### src/rtl/uart_mem_pkg.sv
// Shared definitions for the UART-to-memory command path.
// Holds the controller state encoding and the byte values of the
// command opcodes and single-byte responses on the UART link.
package uart_mem_pkg;

    typedef enum logic [2:0] {
        IDLE,
        GET_ADDR,
        GET_DATA,
        WRITE,
        READ_WAIT,
        READ_CAP,
        SEND,
        WAIT_DONE
    } state_t;

    localparam logic [7:0] OP_WR   = 8'h57;  // 'W'
    localparam logic [7:0] OP_RD   = 8'h52;  // 'R'
    localparam logic [7:0] RSP_ACK = 8'h4B;  // 'K'
    localparam logic [7:0] RSP_ERR = 8'h3F;  // '?'

endpackage

### src/rtl/uart_mem_cmd_ctrl_timeout.sv
// frame_timeout: inter-byte watchdog for UART frame parsers.
// The counter is reloaded with LIMIT while clear is high and counts down
// while enable is high. expired pulses for one cycle on the LIMIT-th
// consecutive enabled, uncleared cycle, then the counter reloads.
//   clk, reset : clock, synchronous active-high reset
//   clear      : reload (wins over enable)
//   enable     : count this cycle
//   expired    : one-cycle expiry pulse (combinational from count)
module frame_timeout #(
    parameter int LIMIT = 1000000
) (
    input  logic clk,
    input  logic reset,
    input  logic clear,
    input  logic enable,
    output logic expired
);

    localparam int CW = $clog2(LIMIT + 1);

    logic [CW-1:0] count;

    assign expired = enable && !clear && (count == CW'(1));

    always_ff @(posedge clk) begin
        if (reset || clear || expired) begin
            count <= CW'(LIMIT);
        end else if (enable) begin
            count <= count - 1'b1;
        end
    end

endmodule

### src/rtl/uart_mem_cmd_ctrl.sv
// uart_mem_cmd_ctrl: byte-command sequencer between the UART RX/TX pair and
// a single-port word memory. Write frame: 0x57, addr, NB data bytes (MSB
// first) -> one memory write, reply 0x4B. Read frame: 0x52, addr -> NB bytes
// of the word, MSB first. Unknown opcode -> reply 0x3F.
//   clk, reset            : clock, synchronous active-high reset
//   rx_data / rx_valid    : received byte and its one-cycle strobe
//   tx_data / tx_start    : byte to send and one-cycle send request
//   tx_done               : transmitter finished the current byte
//   mem_addr/mem_wdata    : memory address and write data
//   mem_wr_en             : one-cycle write strobe
//   mem_rdata             : read data, valid one cycle after mem_addr
//   busy                  : controller not in IDLE
//   err_cmd/err_timeout/err_overrun : one-cycle error pulses
module uart_mem_cmd_ctrl
    import uart_mem_pkg::*;
#(
    parameter int DBITS   = 8,
    parameter int WIDTH   = 32,
    parameter int ADDR_W  = 8,
    parameter int TIMEOUT = 1000000
) (
    input  logic              clk,
    input  logic              reset,
    input  logic [DBITS-1:0]  rx_data,
    input  logic              rx_valid,
    output logic [DBITS-1:0]  tx_data,
    output logic              tx_start,
    input  logic              tx_done,
    output logic [ADDR_W-1:0] mem_addr,
    output logic [WIDTH-1:0]  mem_wdata,
    output logic              mem_wr_en,
    input  logic [WIDTH-1:0]  mem_rdata,
    output logic              busy,
    output logic              err_cmd,
    output logic              err_timeout,
    output logic              err_overrun
);

    localparam int NB = WIDTH / DBITS;
    localparam int CW = $clog2(NB + 1);

    state_t           state;
    logic             op_read;
    logic [CW-1:0]    byte_cnt;
    logic [CW-1:0]    remaining;
    logic [WIDTH-1:0] tx_shift;
    logic             counting;
    logic             tmo_clear;
    logic             tmo_expired;

    // Single response bytes are placed in the top byte of the TX shift
    // register so they leave through the same path as read payload.
    function automatic logic [WIDTH-1:0] rsp_word(input logic [7:0] code);
        return WIDTH'(DBITS'(code)) << (WIDTH - DBITS);
    endfunction

    assign counting  = (state == GET_ADDR) || (state == GET_DATA);
    assign tmo_clear = rx_valid || !counting;
    assign busy      = (state != IDLE);
    assign tx_data   = tx_shift[WIDTH-1 -: DBITS];

    frame_timeout #(.LIMIT(TIMEOUT)) u_timeout (
        .clk     (clk),
        .reset   (reset),
        .clear   (tmo_clear),
        .enable  (counting),
        .expired (tmo_expired)
    );

    // Pulse outputs are registered: they are set on the transition into the
    // state they belong to, so mem_wr_en is high exactly while in WRITE and
    // tx_start exactly while in SEND.
    always_ff @(posedge clk) begin
        if (reset) begin
            state       <= IDLE;
            op_read     <= 1'b0;
            byte_cnt    <= '0;
            remaining   <= '0;
            tx_shift    <= '0;
            mem_addr    <= '0;
            mem_wdata   <= '0;
            mem_wr_en   <= 1'b0;
            tx_start    <= 1'b0;
            err_cmd     <= 1'b0;
            err_timeout <= 1'b0;
            err_overrun <= 1'b0;
        end else begin
            mem_wr_en   <= 1'b0;
            tx_start    <= 1'b0;
            err_cmd     <= 1'b0;
            err_timeout <= 1'b0;
            err_overrun <= 1'b0;

            case (state)
                IDLE: begin
                    if (rx_valid) begin
                        if (rx_data == DBITS'(OP_WR)) begin
                            op_read <= 1'b0;
                            state   <= GET_ADDR;
                        end else if (rx_data == DBITS'(OP_RD)) begin
                            op_read <= 1'b1;
                            state   <= GET_ADDR;
                        end else begin
                            err_cmd   <= 1'b1;
                            tx_shift  <= rsp_word(RSP_ERR);
                            remaining <= CW'(1);
                            tx_start  <= 1'b1;
                            state     <= SEND;
                        end
                    end
                end
                GET_ADDR: begin
                    if (rx_valid) begin
                        mem_addr <= ADDR_W'(rx_data);
                        if (op_read) begin
                            state <= READ_WAIT;
                        end else begin
                            byte_cnt <= '0;
                            state    <= GET_DATA;
                        end
                    end else if (tmo_expired) begin
                        err_timeout <= 1'b1;
                        state       <= IDLE;
                    end
                end
                GET_DATA: begin
                    if (rx_valid) begin
                        mem_wdata <= (mem_wdata << DBITS) | WIDTH'(rx_data);
                        if (byte_cnt == CW'(NB - 1)) begin
                            mem_wr_en <= 1'b1;
                            state     <= WRITE;
                        end else begin
                            byte_cnt <= byte_cnt + 1'b1;
                        end
                    end else if (tmo_expired) begin
                        err_timeout <= 1'b1;
                        state       <= IDLE;
                    end
                end
                WRITE: begin
                    tx_shift  <= rsp_word(RSP_ACK);
                    remaining <= CW'(1);
                    tx_start  <= 1'b1;
                    state     <= SEND;
                end
                READ_WAIT: begin
                    state <= READ_CAP;
                end
                READ_CAP: begin
                    tx_shift  <= mem_rdata;
                    remaining <= CW'(NB);
                    tx_start  <= 1'b1;
                    state     <= SEND;
                end
                SEND: begin
                    state <= WAIT_DONE;
                end
                WAIT_DONE: begin
                    if (tx_done) begin
                        remaining <= remaining - 1'b1;
                        if (remaining == CW'(1)) begin
                            state <= IDLE;
                        end else begin
                            tx_shift <= tx_shift << DBITS;
                            tx_start <= 1'b1;
                            state    <= SEND;
                        end
                    end
                end
                default: state <= IDLE;
            endcase

            if (rx_valid && (state inside {WRITE, READ_WAIT, READ_CAP, SEND, WAIT_DONE})) begin
                err_overrun <= 1'b1;
            end
        end
    end

endmodule

### config.mk
export PLATFORM = sky130hd
export DESIGN_NAME = uart_mem_cmd_ctrl
export DESIGN_NICKNAME = d
export VERILOG_FILES = /design/src/rtl/uart_mem_pkg.sv /design/src/rtl/uart_mem_cmd_ctrl_timeout.sv /design/src/rtl/uart_mem_cmd_ctrl.sv
export SDC_FILE = /design/constraint.sdc
export NUM_CORES = 1
export LEC_CHECK = 0
export BUFFER_PORTS_ARGS = -buffer_cell sky130_fd_sc_hd__clkbuf_2
export CORE_UTILIZATION = 48
export CTS_CLUSTER_SIZE = 10
export DETAILED_ROUTE_END_ITERATION = 10
export PLACE_DENSITY = 0.72
export RECOVER_POWER = 25
export SLEW_MARGIN = 40
export SYNTH_ARGS = -nofsm -noshare
export SYNTH_HDL_FRONTEND = slang
export SYNTH_SLANG_ARGS = --single-unit
### constraint.sdc
create_clock -name clk -period 6.1 [get_ports clk]
set_clock_uncertainty 0.15 [all_clocks]
set_input_delay 1.22 -clock clk [delete_from_list [all_inputs] [get_ports clk]]
set_output_delay 1.22 -clock clk [all_outputs]
set_load 0.03 [all_outputs]
After elaboration in Yosys (flattened, before gate mapping). Cells that the tools add are included.

Logic and storage cells: 108. Bits in read-only memories: 0. Bits in writable memories: 0. Output and inout bits: 54. Input bits: 44. Memories kept: 0. Flip-flop bits (word level): 107. Bits in latches: 0.

Multipliers: 0. Multiplexer cells: 38. Equality and inequality tests: 22. Divide/modulo/power cells: 0. $add $sub $neg: 3. Shifts and indexed selects: 0. Bitwise gates (word level): 5. Order comparisons: 0. Reductions and logical operators: 27.

Operators with widths (number): two-way mux 32 bit (5); case mux 32 bit (4 select lines) (1); two-way mux 3 bit (18); bitwise OR 32 x 8 -> 32 bit (1); case mux 3 bit (7 select lines) (1); == test 20 x 1 -> 1 bit, second input constant (1); subtractor 20 x 1 -> 20 bit, second input constant (1); != test 2 bit, second input constant (9); == test 8 x 7 -> 1 bit, second input constant (2); == test 3 bit, second input constant (4); case mux 3 bit (4 select lines) (1); two-way mux 1 bit (10); AND reduction 5 bit (2); == test 3 x 2 -> 1 bit, second input constant (3); == test 3 x 1 -> 1 bit, second input constant (2); case mux 3 bit (2 select lines) (1); AND reduction 3 bit (2); AND reduction 6 bit (1); OR reduction 2 bit (3); OR reduction 3 bit (2); nonzero test 5 bit (1); logical OR 1 bit (4); inverter 1 bit (4); AND reduction 2 bit (2); other kinds (10) (14).

Depth between registers and ports, before layout.
Word-level depth: 10. Mapped depth: 8. Mapped depth without buffers: 7.

Cells and area by module. Synthesis repeated with hierarchy kept, for this count alone.

Cell total of the unflattened synthesis: 560. Area, all modules: 4804.6 sq um.

Modules (own cells, without submodules): uart_mem_cmd_ctrl (seq. area each 1741.7 sq um, times used 1, cells each 455, area each 3827.4 sq um); frame_timeout (seq. area each 400.4 sq um, times used 1, cells each 105, area each 977.2 sq um).

Worst setup path before layout. OpenSTA, ideal clock, no wires.

Path kind: input-to-reg. From: input rx_valid. To: register tx_shift[22]. Buffers on the path: 2. Arrival time: 2.597 ns. Stages: 7. Slack: 3.266 ns. Library setup time: 0.087 ns. Required time: 5.863 ns. Cells stage by stage: nor4b_1 > a221oi_1 > nor3_1 > buf_2 > buf_1 > nand3_1 > o31ai_1.

Longest elaborated chain between the ends: 2.

RTL lines: from (decl) (line uart_mem_cmd_ctrl.sv:25) `input logic rx_valid,`; != test 2 bit (no source line); AND reduction 6 bit (no source line); to (signal assigned) (line uart_mem_cmd_ctrl.sv:105) `tx_shift <= rsp_word(RSP_ERR);`; to (signal assigned) (line uart_mem_cmd_ctrl.sv:141) `tx_shift <= rsp_word(RSP_ACK);`; to (signal assigned) (line uart_mem_cmd_ctrl.sv:150) `tx_shift <= mem_rdata;`; to (decl) (line uart_mem_cmd_ctrl.sv:46) `logic [WIDTH-1:0] tx_shift;`.

No other way between the ends. A chain may end at the register's enable or synchronous reset.

Worst setup path after layout.
From: input reset. To: register u_timeout.count[8].

Longest elaborated chain between the ends: 2.

RTL lines: from (decl) (line uart_mem_cmd_ctrl.sv:23) `input logic reset,`; logical OR 1 bit (2 in series) (line uart_mem_cmd_ctrl_timeout.sv:26) `if (reset || clear || expired) begin`; to (signal assigned) (line uart_mem_cmd_ctrl_timeout.sv:27) `count <= CW'(LIMIT);`; to (signal assigned) (line uart_mem_cmd_ctrl_timeout.sv:29) `count <= count - 1'b1;`; to (decl) (line uart_mem_cmd_ctrl_timeout.sv:21) `logic [CW-1:0] count;`.

No other way between the ends.

==> results.sh <==
export IMPL_wl_um=9930
export IMPL_cts_tree="yes"
export IMPL_grt_setup_unrepaired="no"
export IMPL_r2r_cells=7
export IMPL_num_vias=3895
export IMPL_hold_end="mem_wdata[27]$_SDFFE_PP0P_"
export IMPL_sw_frac_of_total_pct=40.7
export IMPL_tritoncts_num_buffers=9
export IMPL_layout_nets=658
export IMPL_ys_warn_count=0
export IMPL_yosys_most_used_dff="dfxtp_1"
export IMPL_slew_viol_final=43
export IMPL_netlist_cell_type_count=47
export IMPL_yosysMostFrequentCell="dfxtp_1"
export IMPL_final_cells=742
export IMPL_startpoint_type="input pin"
export IMPL_drv_cap=1
export IMPL_crit_type="in -> reg"
export IMPL_power_leakage_nw=1.85
export IMPL_synthesis_area_sq_um=4640
export IMPL_crit_path_max_fanout=43
export IMPL_grtUsageTotal_pct=19.9
export IMPL_grt_pass1_vias=3497
export IMPL_core_area_sq_um=9330
export IMPL_root_buffer="clkbuf_8"
export IMPL_drc=0
export IMPL_slowest_delay_ps=1210
export IMPL_dp_cells=726
export IMPL_holdWs_ps=313
export IMPL_placed_cell_area_sq_um=5130
export IMPL_htree_levels=3
export IMPL_yosysTopAreaCell="dfxtp_1"
export IMPL_power_density_nw_per_um2=370
export IMPL_hold_class="reg -> reg"
export IMPL_antenna_found_initial=0
export IMPL_synthesis_instances=541
export IMPL_p_sw_w=0.000794
export IMPL_syn_area_per_cell_sq_um=8.58
export IMPL_area_growth_pct=13.6
export IMPL_synth_top_cell_area_share_pct=46.1
export IMPL_overflow=0
export IMPL_rows=35
export IMPL_critPathRequiredTime_ps=6190
export IMPL_critical_path_cell_chain="clkbuf_1 -> buf_4 -> or4_1 -> nor2_1"
export IMPL_violations="capacitance limit, slew limit"
export IMPL_p_int_w=0.00116
export IMPL_synthTopCellsByArea="dfxtp_1 (46%), nand2_1 (6.9%), a21oi_1 (4.5%)"
export IMPL_hold_start="mem_wdata[27]$_SDFFE_PP0P_"
export IMPL_die_area_sq_um=10100
export IMPL_setup_violations_final=0
export IMPL_grt_first_pass_wirelength_um=16200
export IMPL_slew_headroom_pct=-14.4
export IMPL_insertion_delay_ps=370
export IMPL_io_pins=98
export IMPL_initial_core_util_pct=49.8
export IMPL_async_reset_ff_share_pct=0
export IMPL_cts_hold_buf=0
export IMPL_synth_seq_cells=107
export IMPL_period_share_pct=58.0
export IMPL_fp_dieW_um=100
export IMPL_synth_fp_nets=591
export IMPL_ir_drop_mv=0.156
export IMPL_post_cts_buffers=0
export IMPL_wire_per_inst_um=13.4
export IMPL_hold_viol=0
export IMPL_hold_depth=2
export IMPL_r2r_setup_slack_ps=3310
export IMPL_cts_resized=0
export IMPL_grt_max_degree=49
export IMPL_total_power_w=0.00195
export IMPL_cts_reportedPaths_clkPinSlew_ps=100
export IMPL_fin_crit_ps=3540
export IMPL_netlist_top_cells_count="dfxtp_1 (107), nand2_1 (85), nor2_1 (44)"
export IMPL_p_seq_share_pct=43.5
export IMPL_combPwrFrac_pct=35.0
export IMPL_status="finished with violations"
export IMPL_fin_area_sq_um=5280
export IMPL_synth_edf_count=0
export IMPL_drt_first_iter_violations=214
export IMPL_fin_tns_setup_ps=0
export IMPL_cts_num_sinks=107
export IMPL_die_h_um=100
export IMPL_reg2reg_to="tx_shift[1]$_SDFFE_PP0P_"
export IMPL_end_kind="register"
export IMPL_worst_pin_slew_ps=1720
export IMPL_dp_hpwl_um=6680
export IMPL_arrival_ps=3630
export IMPL_vias_per_cell=5.25
export IMPL_drive_gt1_share_pct=17.5
export IMPL_seq_area_frac_synth_pct=46.1
export IMPL_clock_power_share_pct=21.5
export IMPL_cts_buffer_depth=2
export IMPL_first_pass_iters=4
export IMPL_port_buffer_count=97
export IMPL_max_freq_mhz=283
export IMPL_globalplace_congestion=0.783
export IMPL_diodes=0
export IMPL_rr_startpoint="state[1]$_SDFFE_PP0P_"
export IMPL_crit_slowest_cell="clkbuf_1"
export IMPL_ant_nets=0
==> layout by cell type (no fill, tap or decap), types with 14 or more instances in the layout <==
| cell type | Yosys | routed |
|---|---|---|
| clkbuf_2 | 0 | 57 |
| mux2_2 | 17 | 17 |
| nand2b_1 | 23 | 23 |
| dfxtp_1 | 107 | 106 |
| clkbuf_1 | 28 | 40 |
| xnor2_1 | 14 | 14 |
| o21ai_0 | 24 | 24 |
| nand3_1 | 22 | 22 |
| nand2_1 | 85 | 84 |
| a21oi_1 | 42 | 42 |
| nor2_1 | 44 | 43 |
==> worst max-delay path by stage <==
stage | cells after the start | slack (ps) | to | start
global route | 4 | 2350 | u_timeout.count[10]$_SDFFE_PP0N_ | reset
floorplan | 7 | 3270 | tx_shift[22]$_SDFFE_PP0P_ | rx_valid
finish | 4 | 2560 | u_timeout.count[8]$_SDFFE_PP0N_ | reset
CTS | 2 | 2920 | busy | state[2]$_SDFFE_PP0P_
detailed placement | 7 | 2630 | tx_shift[4]$_SDFFE_PP0P_ | rx_valid
global placement | 4 | 2730 | u_timeout.count[14]$_SDFFE_PP1N_ | reset
==> per-layer routing <==
layer | up-vias | wire length (um) | GRT usage (%)
met5 | - | 0 | 0
met4 | 0 | 161 | 7.47
met3 | 14 | 399 | 3.48
met2 | 80 | 4670 | 32.0
met1 | 1814 | 4700 | 26.7
li1 | 1987 | - | -
==> registers in the layout, summed over array words and instances (netlist names) <==
signal,count
mem_wr_en,1
mem_addr,8
u_timeout.count,20
op_read,1
err_timeout,1
tx_start,1
byte_cnt,3
tx_shift,32
state,3
err_overrun,1
remaining,3
err_cmd,1
mem_wdata,32
==> critical path, delay by kind of cell <==
family        cells  cell delay [ps]
buf+inv           2             1800
simple gates      2              570
==> per-stage QoR <==
stage / utilization [%] / setup slack, ps
final: 56.6 / 2560
after global routing: 56.6 / 2350
after CTS: 57.0 / 2920
after detailed placement: 55.0 / 2630
after global placement: 54.8 / 2730
after floorplan: - / 3270
==> kinds of logic after synthesis <==
kind of cell / Yosys count / synth area share (%)
multiplexers: 30 / 6.92
AND/OR/NAND/NOR: 227 / 23.7
flip-flops: 107 / 46.1
buffers and inverters: 53 / 5.17
XOR/XNOR: 19 / 3.58
AO/OA/AOI/OAI: 99 / 12.9
adder cells (fa/ha/maj): 6 / 1.62
==> area by class of cell <==
class / count / area [sq um]
flip-flops and latches: 107 / 2140
fillers: 899 / 4050
inverters: 8 / 30.0
multi-input cells: 381 / 2280
repair buffers: 101 / 465
clock buffers: 9 / 124
clock inverters: 7 / 67.6
well taps: 129 / 161
==> power by group through the flow <==
stage | clock network, W | registers [W] | logic, W
after global placement | 0 | 0.000861 | 0.000669
after floorplan | 0 | 0.000851 | 0.000568
after CTS | 0.000427 | 0.000848 | 0.000693
after global routing | 0.000457 | 0.000863 | 0.000760
final | 0.000420 | 0.000848 | 0.000682
after detailed placement | 0 | 0.000864 | 0.000687
No activity file was read; power rests on OpenSTA's default activity.
